==> src/rtl/bsg_vanilla_pkg.sv <==
// Shared vanilla-core FPU types: the fdiv/fsqrt writeback entry, fflags bit
// positions and a saturating counter helper. No build macros.
package bsg_vanilla_pkg;

  localparam int reg_addr_width_gp = 5;
  localparam int fdiv_exp_width_gp = 8;
  localparam int fdiv_sig_width_gp = 24;
  localparam int fdiv_data_width_gp = fdiv_exp_width_gp + fdiv_sig_width_gp + 1;

  // Bit positions inside the 5-bit {NV,DZ,OF,UF,NX} flag vector.
  localparam int fflags_nv_gp = 4;
  localparam int fflags_dz_gp = 3;
  localparam int fflags_of_gp = 2;
  localparam int fflags_uf_gp = 1;
  localparam int fflags_nx_gp = 0;

  typedef struct packed {
    logic [reg_addr_width_gp-1:0]  rd;
    logic [fdiv_data_width_gp-1:0] data;
    logic [4:0]                    fflags;
    logic                          fsqrt;
  } fdiv_wb_entry_s;

  function automatic logic [15:0] sat_inc16(input logic [15:0] val);
    return (val == 16'hFFFF) ? val : val + 16'd1;
  endfunction

endpackage

==> src/rtl/fdiv_fsqrt_wb_collector_if.sv <==
// Enqueue/dequeue bundle between the collector glue (master) and its result
// FIFO (slave). No build macros.
interface fdiv_fsqrt_wb_collector_if #(
  parameter int width_p = 1
);
  // enq_v is only raised when full=0; deq_v is only raised when empty=0.
  // An entry moves on the clock edge where the corresponding strobe is high.
  logic               enq_v;
  logic [width_p-1:0] enq_data;
  logic               full;
  logic               deq_v;
  logic [width_p-1:0] deq_data;
  logic               empty;

  modport master (
    output enq_v, enq_data, deq_v,
    input  full, empty, deq_data
  );

  modport slave (
    input  enq_v, enq_data, deq_v,
    output full, empty, deq_data
  );
endinterface

==> src/rtl/fdiv_fsqrt_wb_fifo.sv <==
// Circular result buffer for the fdiv/fsqrt writeback collector; full/empty
// come from an occupancy counter. No build macros.
module fdiv_fsqrt_wb_fifo #(
  parameter int width_p = 1,
  parameter int els_p   = 2
) (
  input  logic                        clk_i,
  input  logic                        reset_n_i,
  fdiv_fsqrt_wb_collector_if.slave    fifo_if
);

  localparam int ptr_width_lp = (els_p > 1) ? $clog2(els_p) : 1;
  localparam int cnt_width_lp = $clog2(els_p + 1);
  localparam logic [ptr_width_lp-1:0] last_ptr_lp = ptr_width_lp'(els_p - 1);
  localparam logic [cnt_width_lp-1:0] full_cnt_lp = cnt_width_lp'(els_p);

  logic [width_p-1:0]      mem_q [els_p];
  logic [ptr_width_lp-1:0] wr_ptr_q, wr_ptr_d;
  logic [ptr_width_lp-1:0] rd_ptr_q, rd_ptr_d;
  logic [cnt_width_lp-1:0] count_q, count_d;
  logic                    enq, deq;

  function automatic logic [ptr_width_lp-1:0] ptr_inc(input logic [ptr_width_lp-1:0] p);
    return (p == last_ptr_lp) ? '0 : p + ptr_width_lp'(1);
  endfunction

  assign fifo_if.full     = (count_q == full_cnt_lp);
  assign fifo_if.empty    = (count_q == '0);
  assign fifo_if.deq_data = mem_q[rd_ptr_q];

  assign enq = fifo_if.enq_v & ~fifo_if.full;
  assign deq = fifo_if.deq_v & ~fifo_if.empty;

  always_comb begin
    wr_ptr_d = wr_ptr_q;
    rd_ptr_d = rd_ptr_q;
    count_d  = count_q;
    if (enq) wr_ptr_d = ptr_inc(wr_ptr_q);
    if (deq) rd_ptr_d = ptr_inc(rd_ptr_q);
    case ({enq, deq})
      2'b10:   count_d = count_q + cnt_width_lp'(1);
      2'b01:   count_d = count_q - cnt_width_lp'(1);
      default: count_d = count_q;
    endcase
  end

  always_ff @(posedge clk_i) begin
    if (!reset_n_i) begin
      wr_ptr_q <= '0;
      rd_ptr_q <= '0;
      count_q  <= '0;
    end else begin
      wr_ptr_q <= wr_ptr_d;
      rd_ptr_q <= rd_ptr_d;
      count_q  <= count_d;
    end
  end

  // Storage is qualified by the occupancy counter, so it needs no reset.
  always_ff @(posedge clk_i) begin
    if (enq) mem_q[wr_ptr_q] <= fifo_if.enq_data;
  end

endmodule

==> src/rtl/fdiv_fsqrt_wb_collector.sv <==
// Collects fdiv/fsqrt results, presents them to the FP writeback arbiter and
// accrues sticky fflags plus per-op commit counters. Build macro
// FDIV_FSQRT_WB_BYPASS_EN adds a zero-latency path when the FIFO is empty.
module fdiv_fsqrt_wb_collector
  import bsg_vanilla_pkg::*;
#(
  parameter int exp_width_p      = 8,
  parameter int sig_width_p      = 24,
  parameter int reg_addr_width_p = reg_addr_width_gp,
  parameter int els_p            = 2
) (
  input  logic                                 clk_i,
  input  logic                                 reset_n_i,
  input  logic                                 v_i,
  input  logic [reg_addr_width_p-1:0]          rd_i,
  input  logic [exp_width_p+sig_width_p:0]     result_i,
  input  logic [4:0]                           fflags_i,
  input  logic                                 fsqrt_i,
  output logic                                 yumi_o,
  output logic                                 wb_v_o,
  output logic [reg_addr_width_p-1:0]          wb_rd_o,
  output logic [exp_width_p+sig_width_p:0]     wb_data_o,
  input  logic                                 wb_yumi_i,
  output logic [4:0]                           fflags_o,
  input  logic                                 fflags_clear_i,
  output logic [15:0]                          fsqrt_cnt_o,
  output logic [15:0]                          fdiv_cnt_o
);

  localparam int data_width_lp = exp_width_p + sig_width_p + 1;

  typedef struct packed {
    logic [reg_addr_width_p-1:0] rd;
    logic [data_width_lp-1:0]    data;
    logic [4:0]                  fflags;
    logic                        fsqrt;
  } entry_t;

  localparam int entry_width_lp = $bits(entry_t);

  fdiv_fsqrt_wb_collector_if #(.width_p(entry_width_lp)) fifo_if ();

  fdiv_fsqrt_wb_fifo #(
    .width_p (entry_width_lp),
    .els_p   (els_p)
  ) fifo (
    .clk_i     (clk_i),
    .reset_n_i (reset_n_i),
    .fifo_if   (fifo_if)
  );

  entry_t      in_entry, head_entry, commit_entry;
  logic        wb_v, commit;
  logic [4:0]  fflags_q, fflags_d;
  logic [15:0] fsqrt_cnt_q, fsqrt_cnt_d;
  logic [15:0] fdiv_cnt_q, fdiv_cnt_d;

  assign in_entry   = '{rd: rd_i, data: result_i, fflags: fflags_i, fsqrt: fsqrt_i};
  assign head_entry = entry_t'(fifo_if.deq_data);

  // No pass-through when full: a same-cycle commit does not free a slot early.
  assign yumi_o           = v_i & ~fifo_if.full;
  assign fifo_if.enq_data = in_entry;
  assign fifo_if.deq_v    = wb_yumi_i & ~fifo_if.empty;

`ifdef FDIV_FSQRT_WB_BYPASS_EN
  logic bypass;
  assign bypass        = fifo_if.empty & v_i;
  assign commit_entry  = bypass ? in_entry : head_entry;
  assign wb_v          = ~fifo_if.empty | v_i;
  assign fifo_if.enq_v = yumi_o & ~(bypass & wb_yumi_i);
`else
  assign commit_entry  = head_entry;
  assign wb_v          = ~fifo_if.empty;
  assign fifo_if.enq_v = yumi_o;
`endif

  assign commit    = wb_yumi_i & wb_v;
  assign wb_v_o    = wb_v;
  assign wb_rd_o   = commit_entry.rd;
  assign wb_data_o = commit_entry.data;

  always_comb begin
    fflags_d    = (fflags_clear_i ? 5'b0 : fflags_q) | (commit ? commit_entry.fflags : 5'b0);
    fsqrt_cnt_d = fsqrt_cnt_q;
    fdiv_cnt_d  = fdiv_cnt_q;
    if (commit) begin
      if (commit_entry.fsqrt) fsqrt_cnt_d = sat_inc16(fsqrt_cnt_q);
      else                    fdiv_cnt_d  = sat_inc16(fdiv_cnt_q);
    end
  end

  always_ff @(posedge clk_i) begin
    if (!reset_n_i) begin
      fflags_q    <= '0;
      fsqrt_cnt_q <= '0;
      fdiv_cnt_q  <= '0;
    end else begin
      fflags_q    <= fflags_d;
      fsqrt_cnt_q <= fsqrt_cnt_d;
      fdiv_cnt_q  <= fdiv_cnt_d;
    end
  end

  assign fflags_o    = fflags_q;
  assign fsqrt_cnt_o = fsqrt_cnt_q;
  assign fdiv_cnt_o  = fdiv_cnt_q;

endmodule

==> config.mk <==
export PLATFORM = sky130hd
export DESIGN_NAME = fdiv_fsqrt_wb_collector
export DESIGN_NICKNAME = d
export VERILOG_FILES = /design/src/rtl/bsg_vanilla_pkg.sv /design/src/rtl/fdiv_fsqrt_wb_collector_if.sv /design/src/rtl/fdiv_fsqrt_wb_fifo.sv /design/src/rtl/fdiv_fsqrt_wb_collector.sv
export SDC_FILE = /design/constraint.sdc
export NUM_CORES = 1
export LEC_CHECK = 0
export CORE_UTILIZATION = 49
export CTS_BUF_LIST = sky130_fd_sc_hd__clkbuf_16
export CTS_CLUSTER_DIAMETER = 50
export DETAILED_ROUTE_END_ITERATION = 8
export GPL_TIMING_DRIVEN = 0
export HOLD_SLACK_MARGIN = 0.12
export PLACE_DENSITY = 0.81
export SLEW_MARGIN = 40
export SYNTH_ARGS = -nofsm -noshare
export SYNTH_HDL_FRONTEND = slang
export SYNTH_SLANG_ARGS = --single-unit
==> constraint.sdc <==
create_clock -name clk_i -period 3.63 [get_ports clk_i]
set_clock_uncertainty 0.2 [all_clocks]
set_input_delay 0.363 -clock clk_i [delete_from_list [all_inputs] [get_ports clk_i]]
set_output_delay 0.363 -clock clk_i [all_outputs]
set_load 0.01 [all_outputs]
==> results of run 1 <==
## registers in the layout (all words and copies together) (netlist names), named ones only
register       flops
fifo.mem_q        88
fdiv_cnt_o        16
fsqrt_cnt_o       16
fflags_o           5
fifo.count_q       2
fifo.rd_ptr_q      1
fifo.wr_ptr_q      1
## routing by layer
metal  global-route usage (%)  wire, microns  vias up
li1                         -              -     1744
met1                     25.5           4560     1737
met2                     36.7           5610      139
met3                     8.11            981       14
met4                     8.65            141        0
met5                        0              0        -
## layout make-up
class | count | area [sq um] | area share, %
clock inverter | 14 | 141 | 1.95
clock buffer | 17 | 425 | 5.87
timing repair buffer | 129 | 1320 | 18.3
buffer | 16 | 68.8 | 0.949
tap | 136 | 170 | 2.35
multi-input combinational | 221 | 1590 | 22.0
sequential | 130 | 3480 | 48.0
inverter | 12 | 45.0 | 0.621
## synthesized netlist by cell type (3+ instances only)
cell      count
edfxtp_1     88
dfxtp_1      42
mux2_2       38
a21oi_1      25
nor2_1       20
nand2_1      19
clkbuf_1     14
mux2i_1      14
or4_1        14
o31ai_1      13
inv_1        11
nand2b_1      9
nand4_1       9
nor4_1        7
nand3_1       6
o21ai_0       6
or3_1         6
nor3_1        4
or2_2         4
ha_1          3
xnor2_1       3
## tightest hold or removal path: cells and delay by family, from the launching register on
kind,cells,cell delay (ns)
flip-flops,1,0.34
AO/OA/AOI/OAI,1,0.06
AND/OR/NAND/NOR,1,0.07
## placed cells by master (no fill, tap or decap), types with 2 or more instances in the layout
cell,count
clkbuf_1,14
clkinv_4,4
o41ai_1,2
o21ai_1,2
o31ai_1,13
bufinv_16,2
xnor2_1,3
nand4_1,9
a311oi_1,2
o21ai_0,6
clkdlybuf4s50_1,125
or3_1,6
clkinv_1,3
nand3_1,6
clkbuf_16,17
a21oi_1,25
clkinv_2,2
mux2_2,38
buf_8,3
mux2i_1,14
or4_1,14
nor2_4,2
inv_1,12
edfxtp_1,88
nor3_1,4
inv_6,2
nor4_1,7
nand2b_1,9
or3b_2,2
dfxtp_1,42
nor2_1,18
ha_1,3
nand2_1,19
and3_1,2
or2_2,4
## power by group through the flow
stage               Sequential (W)  Clock, W  Combinational (W)
finish                     0.00188   0.00161            0.00119
global route               0.00190   0.00172            0.00128
CTS                        0.00188   0.00165            0.00121
detailed placement         0.00191         0            0.00119
global placement           0.00191         0            0.00112
floorplan                  0.00191         0           0.000598
## final timing paths
check | to | slack (ns) | cells after the start | from
max | wb_data_o[30] | 0.83 | 4 | flop
min | fflags_o[3] | 0.30 | 2 | fflags_o[3]
max reg2reg | fdiv_cnt_o[2] | 0.88 | 6 | fifo.count_q[0]
min reg2reg | fflags_o[3] | 0.30 | 2 | fflags_o[3]
## cells by family after synthesis
kind of cell	after synthesis	synth area share, %
multiplexers	53	11.3
AND/OR/NAND/NOR	104	10.9
buffers and inverters	28	2.20
AO/OA/AOI/OAI	57	6.87
adder cells (fa/ha/maj)	3	0.726
flip-flops	130	67.3
XOR/XNOR	4	0.677
## through the flow
step | instance area (sq um) | setup slack (ns)
finish | 7250 | 0.831
global route | 7250 | 0.692
CTS | 7250 | 0.769
detailed placement | 6680 | 0.705
global placement | 6600 | -0.919
floorplan | 5170 | 0.575
==> impl_metrics.ini, run 1 <==
[timing]
finalSetupViolations = 0
timing.final.hold_violations = 0
worst_max_slew_pin_slew_ns = 0.738
remaining_max_slew_budget_at_the_tightest_pin_pct = 50.4
setup_repair_after_global_routing_missed_its_margin = false
fin_crit_sh_pct = 77.1
clock.fmax_mhz = 357
finalCriticalPeriod_ns = 2.80
hold_slack_ns = 0.303
finalMaxSlewViolations = 0
fin_setup_tns_ns = 0

[critical_path]
worst-path-buf-inv = 3
crit_slowest_cell = clkdlybuf4s50_1
cp-end-kind = output port
timing.critical_path.slowest_cell_delay_ns = 0.50
cp_data_arrival_time_ns = 2.24
crit_family = buffers and inverters
cp_max_fo = 10
critical_path.startpoint_type = flop
critical_path_class = reg -> out
crit_chain = buf_6, clkbuf_1, mux2_2, clkdlybuf4s50_1
required_ns = 3.07

[clocking]
clockRootBuffer = clkbuf_16
clock_sink_count = 130
postCtsSetupBuffers = 0
quantity_of_gates_resized_following_cts = 0
clock_tree_from_tritoncts = built
cts.htree.levels = 4
cts_buffers = 17
cts.reportedPaths.clkPinSlew_ns = 0.05
clk_path_buf_depth = 2
insertion_delay_of_the_later_clocked_pin_in_the_worst_skew_pair_ns = 0.40
postCtsHoldBufs = 0

[pwr]
p_leak_nw = 2.40
max-vdd-ir-drop_uv = 388
net-switching-power_w = 0.00123
combPwrFrac_pct = 25.5
power.density_nw_per_um2 = 647
relative_contribution_of_sequential_cells_to_total_power_pct = 40.1
share_of_power_burned_in_the_clock_network_pct = 34.4
report.power.total_w = 0.00469
netSwitchingFraction_pct = 26.3
internal_power_w = 0.00345

[floorplan]
rows = 37
die_h_microns = 105
core_area_sq_um = 10300
die_area_sq_um = 11000
horizontal_die_dimension_microns = 105
io-pin-count = 126
floorplan.initialDensity_pct = 50.3

[global_route]
track_usage_pct = 21.9
number_of_antenna_violations_at_the_first_check_in_global_routing = 0
grt_start_max_net_pins = 21
grt_first_pass_wirelength_microns = 18400
grt.overflow.total = 0
number_of_global_route_vias_before_repair = 3679

[synthesis]
mappedNetlistArea_sq_um = 5170
netlist.top_cell.by_area = edfxtp_1
synth_nets = 431
synthFlopType = edfxtp_1
synth-edff-count = 88
synth-seq-cells = 130
ys_warn_count = 0
async_flop_share_pct = 0
average_size_of_a_mapped_cell_sq_um = 13.7
yosysSeqAreaShare_pct = 67.3
yosysTopAreaCellShare_pct = 51.1
post_synth_main_area_contributors = edfxtp_1 (51%), dfxtp_1 (16%), mux2_2 (8.3%)
post_synth_inst_count = 379
synth.lib_cells_used.distinct = 40

[run]
maxCapViolations = 0

[finish]
post_route_cells_drive_above_1_share_pct = 15.0
antenna_cells_inserted = 0
final_cells = 675
areaGrowthSynthToFinish_pct = 40.1
final_nets = 579
layout.core_utilization_pct = 70.5
fill_cells = 729

[route]
detail_route.drc_violations = 0
route.final.wire_length_microns = 11300
routedWlPerCell_microns = 16.7
detail_route.vias_per_cell = 5.38
drtIter0Drc = 193
route.antenna.remaining_nets = 0
routed-via-count = 3634
number_of_iterations_in_the_first_detailed_routing_pass = 4

[placement]
buffer_ports.inserted = 125
dp_hpwl_microns = 7720
dp.cells = 644
finalWeightedCongestion = 0.818

[run_status]
result_of_the_run = finished, final reports clean

[min_path]
worstHoldPathType = reg -> reg
Power figures use the tool's default switching activity.
==> run 2, diff against run 1 <==
clock period = 2.65 ns   (was 3.63 ns; I/O delays follow)
==> impl_metrics.ini, run 2 (synthesis results as in run 1) <==
[critical_path]
worst_r2r_startpoint = fifo.count_q[0]
worst-r2r-cell-count = 6
cp-end-kind = output port
critical_path_class = reg -> out
required_ns = 2.18
cp_data_arrival_time_ns = 2.08
cp_max_fo = 18
worst_r2r_endpoint = fdiv_cnt_o[2]
critical_path.startpoint_type = flop
r2r_setup_slack_ns = 0.21

[run_status]
result_of_the_run = finished, final reports clean

[clocking]
insertion_delay_of_the_later_clocked_pin_in_the_worst_skew_pair_ns = 0.40
clockRootBuffer = clkbuf_16
clk_path_buf_depth = 2
clock_sink_count = 130
cts.reportedPaths.clkPinSlew_ns = 0.06
clock_tree_from_tritoncts = built
cts.htree.levels = 4
cts_buffers = 17
postCtsHoldBufs = 0

[run]
maxCapViolations = 0

[pwr]
netSwitchingFraction_pct = 26.4
relative_contribution_of_sequential_cells_to_total_power_pct = 40.0
share_of_power_burned_in_the_clock_network_pct = 34.4
combPwrFrac_pct = 25.5
net-switching-power_w = 0.00170
p_leak_nw = 2.41
power.density_nw_per_um2 = 887
max-vdd-ir-drop_uv = 531
internal_power_w = 0.00474

[finish]
final_nets = 578
fill_cells = 727
antenna_cells_inserted = 0
layout.cells.most_common = clkdlybuf4s50_1
areaGrowthSynthToFinish_pct = 40.2
multi_input_comb_area_sq_um = 1600
final_cells = 674
top_register = fifo.mem_q
final_cell_mix = clkdlybuf4s50_1 (125), edfxtp_1 (88), dfxtp_1 (42), mux2_2 (38), a21oi_1 (25)
final-seq-area_sq_um = 3480
post_route_cells_drive_above_1_share_pct = 15.8
largest_register_ff_count = 88

[min_path]
worstHoldPathType = in -> reg
worstHoldPathCells = 1
holdPathEnd = fifo.mem_q[0][20]
min-delay-start = result_i[14]

[placement]
dp.cells = 644
buffer_ports.inserted = 125
finalWeightedCongestion = 0.818
dp_hpwl_microns = 7720
preCtsSetupSlack_ns = -0.177

[route]
routedWlPerCell_microns = 16.8
number_of_iterations_in_the_first_detailed_routing_pass = 4
drtIter0Drc = 191
route.antenna.remaining_nets = 0
routed-via-count = 3638
route.final.wire_length_microns = 11300
detail_route.vias_per_cell = 5.40
detail_route.drc_violations = 0

[global_route]
number_of_antenna_violations_at_the_first_check_in_global_routing = 0
grt.overflow.total = 0
grt_first_pass_wirelength_microns = 18400
grt_start_max_net_pins = 21
number_of_global_route_vias_before_repair = 3678
track_usage_pct = 21.9

[timing]
remaining_max_slew_budget_at_the_tightest_pin_pct = 50.2
finalMaxSlewViolations = 0
fin_crit_sh_pct = 96.1
clock.fmax_mhz = 392
finalCriticalPeriod_ns = 2.55
setup_repair_after_global_routing_missed_its_margin = false
timing.final.hold_violations = 0
worst_max_slew_pin_slew_ns = 0.741
final_critical_path_setup_slack_ns = 0.102
finalSetupViolations = 0

[floorplan]
io-pin-count = 126
floorplan.initialDensity_pct = 50.3
rows = 37
die_h_microns = 105
horizontal_die_dimension_microns = 105
core_area_sq_um = 10300
die_area_sq_um = 11000
run 2: changes by cell type in the layout (fill, tap and decap cells not counted):
cell and delta:
clkbuf_1 -4, buf_2 +2, clkbuf_4 +1, o21ai_1 -1, o21ai_2 +1
run 2: layer usage:
metal,GRT usage [%],up-vias,wire (microns)
met3,8.11,18,924
met4,8.65,0,160
met1,25.6,1734,4590
li1,-,1747,-
met2,36.6,139,5650
met5,0,-,0
run 2: final cells by class:
| cell class | instances | area share (%) |
|---|---|---|
| buffer | 15 | 0.983 |
| clock buffer | 17 | 5.86 |
| clock inverter | 14 | 1.95 |
| inverter | 12 | 0.621 |
| multi-input combinational | 221 | 22.0 |
| sequential | 130 | 48.0 |
| tap | 136 | 2.35 |
| timing repair buffer | 129 | 18.2 |
run 2: per-stage QoR:
stage / total power, W / hold slack [ns] / cell area (sq um) / setup TNS [ns] / utilization, %
global route: 0.00671 / 0.227 / 7260 / 0 / 70.6
global placement: 0.00416 / 0.268 / 6600 / -158.31 / 64.2
detailed placement: 0.00425 / 0.286 / 6680 / -0.573 / 65.0
CTS: 0.00649 / 0.220 / 7250 / 0 / 70.6
finish: 0.00643 / 0.238 / 7260 / 0 / 70.6
floorplan: 0.00343 / 0.164 / 5170 / -35.68 / -
run 2: critical path, cell delays in order (launching register included):
cell and delay, ns:
dfxtp_1 0.32, buf_6 0.20, buf_2 0.28, mux2_2 0.37, clkdlybuf4s50_1 0.50
run 2: timing repair:
item                                    in CTS  in global routing
resized for setup                            4                  4
endpoints found under the setup margin      39                 19
buffers inserted                             0                  0
run 2: how the worst max path moves through the flow:
| stage | from | endpoint | slack, ns |
|---|---|---|---|
| global route | flop | wb_data_o[22] | 0.005 |
| global placement | v_i | fifo.mem_q[0][21] | -1.80 |
| detailed placement | wb_yumi_i | fdiv_cnt_o[2] | -0.18 |
| floorplan | fifo.count_q[0] | fifo.mem_q[0][0] | -0.41 |
| CTS | flop | wb_data_o[30] | 0.03 |
| finish | flop | wb_data_o[19] | 0.10 |
run 2: power groups by stage:
stage	Sequential, W	Clock, W	Combinational (W)
2_1_floorplan	0.00261	0	0.000819
3_3_place_gp	0.00262	0	0.00154
3_5_place_dp	0.00262	0	0.00164
4_1_cts	0.00258	0.00226	0.00166
5_1_grt	0.00260	0.00235	0.00175
6_report	0.00258	0.00221	0.00164
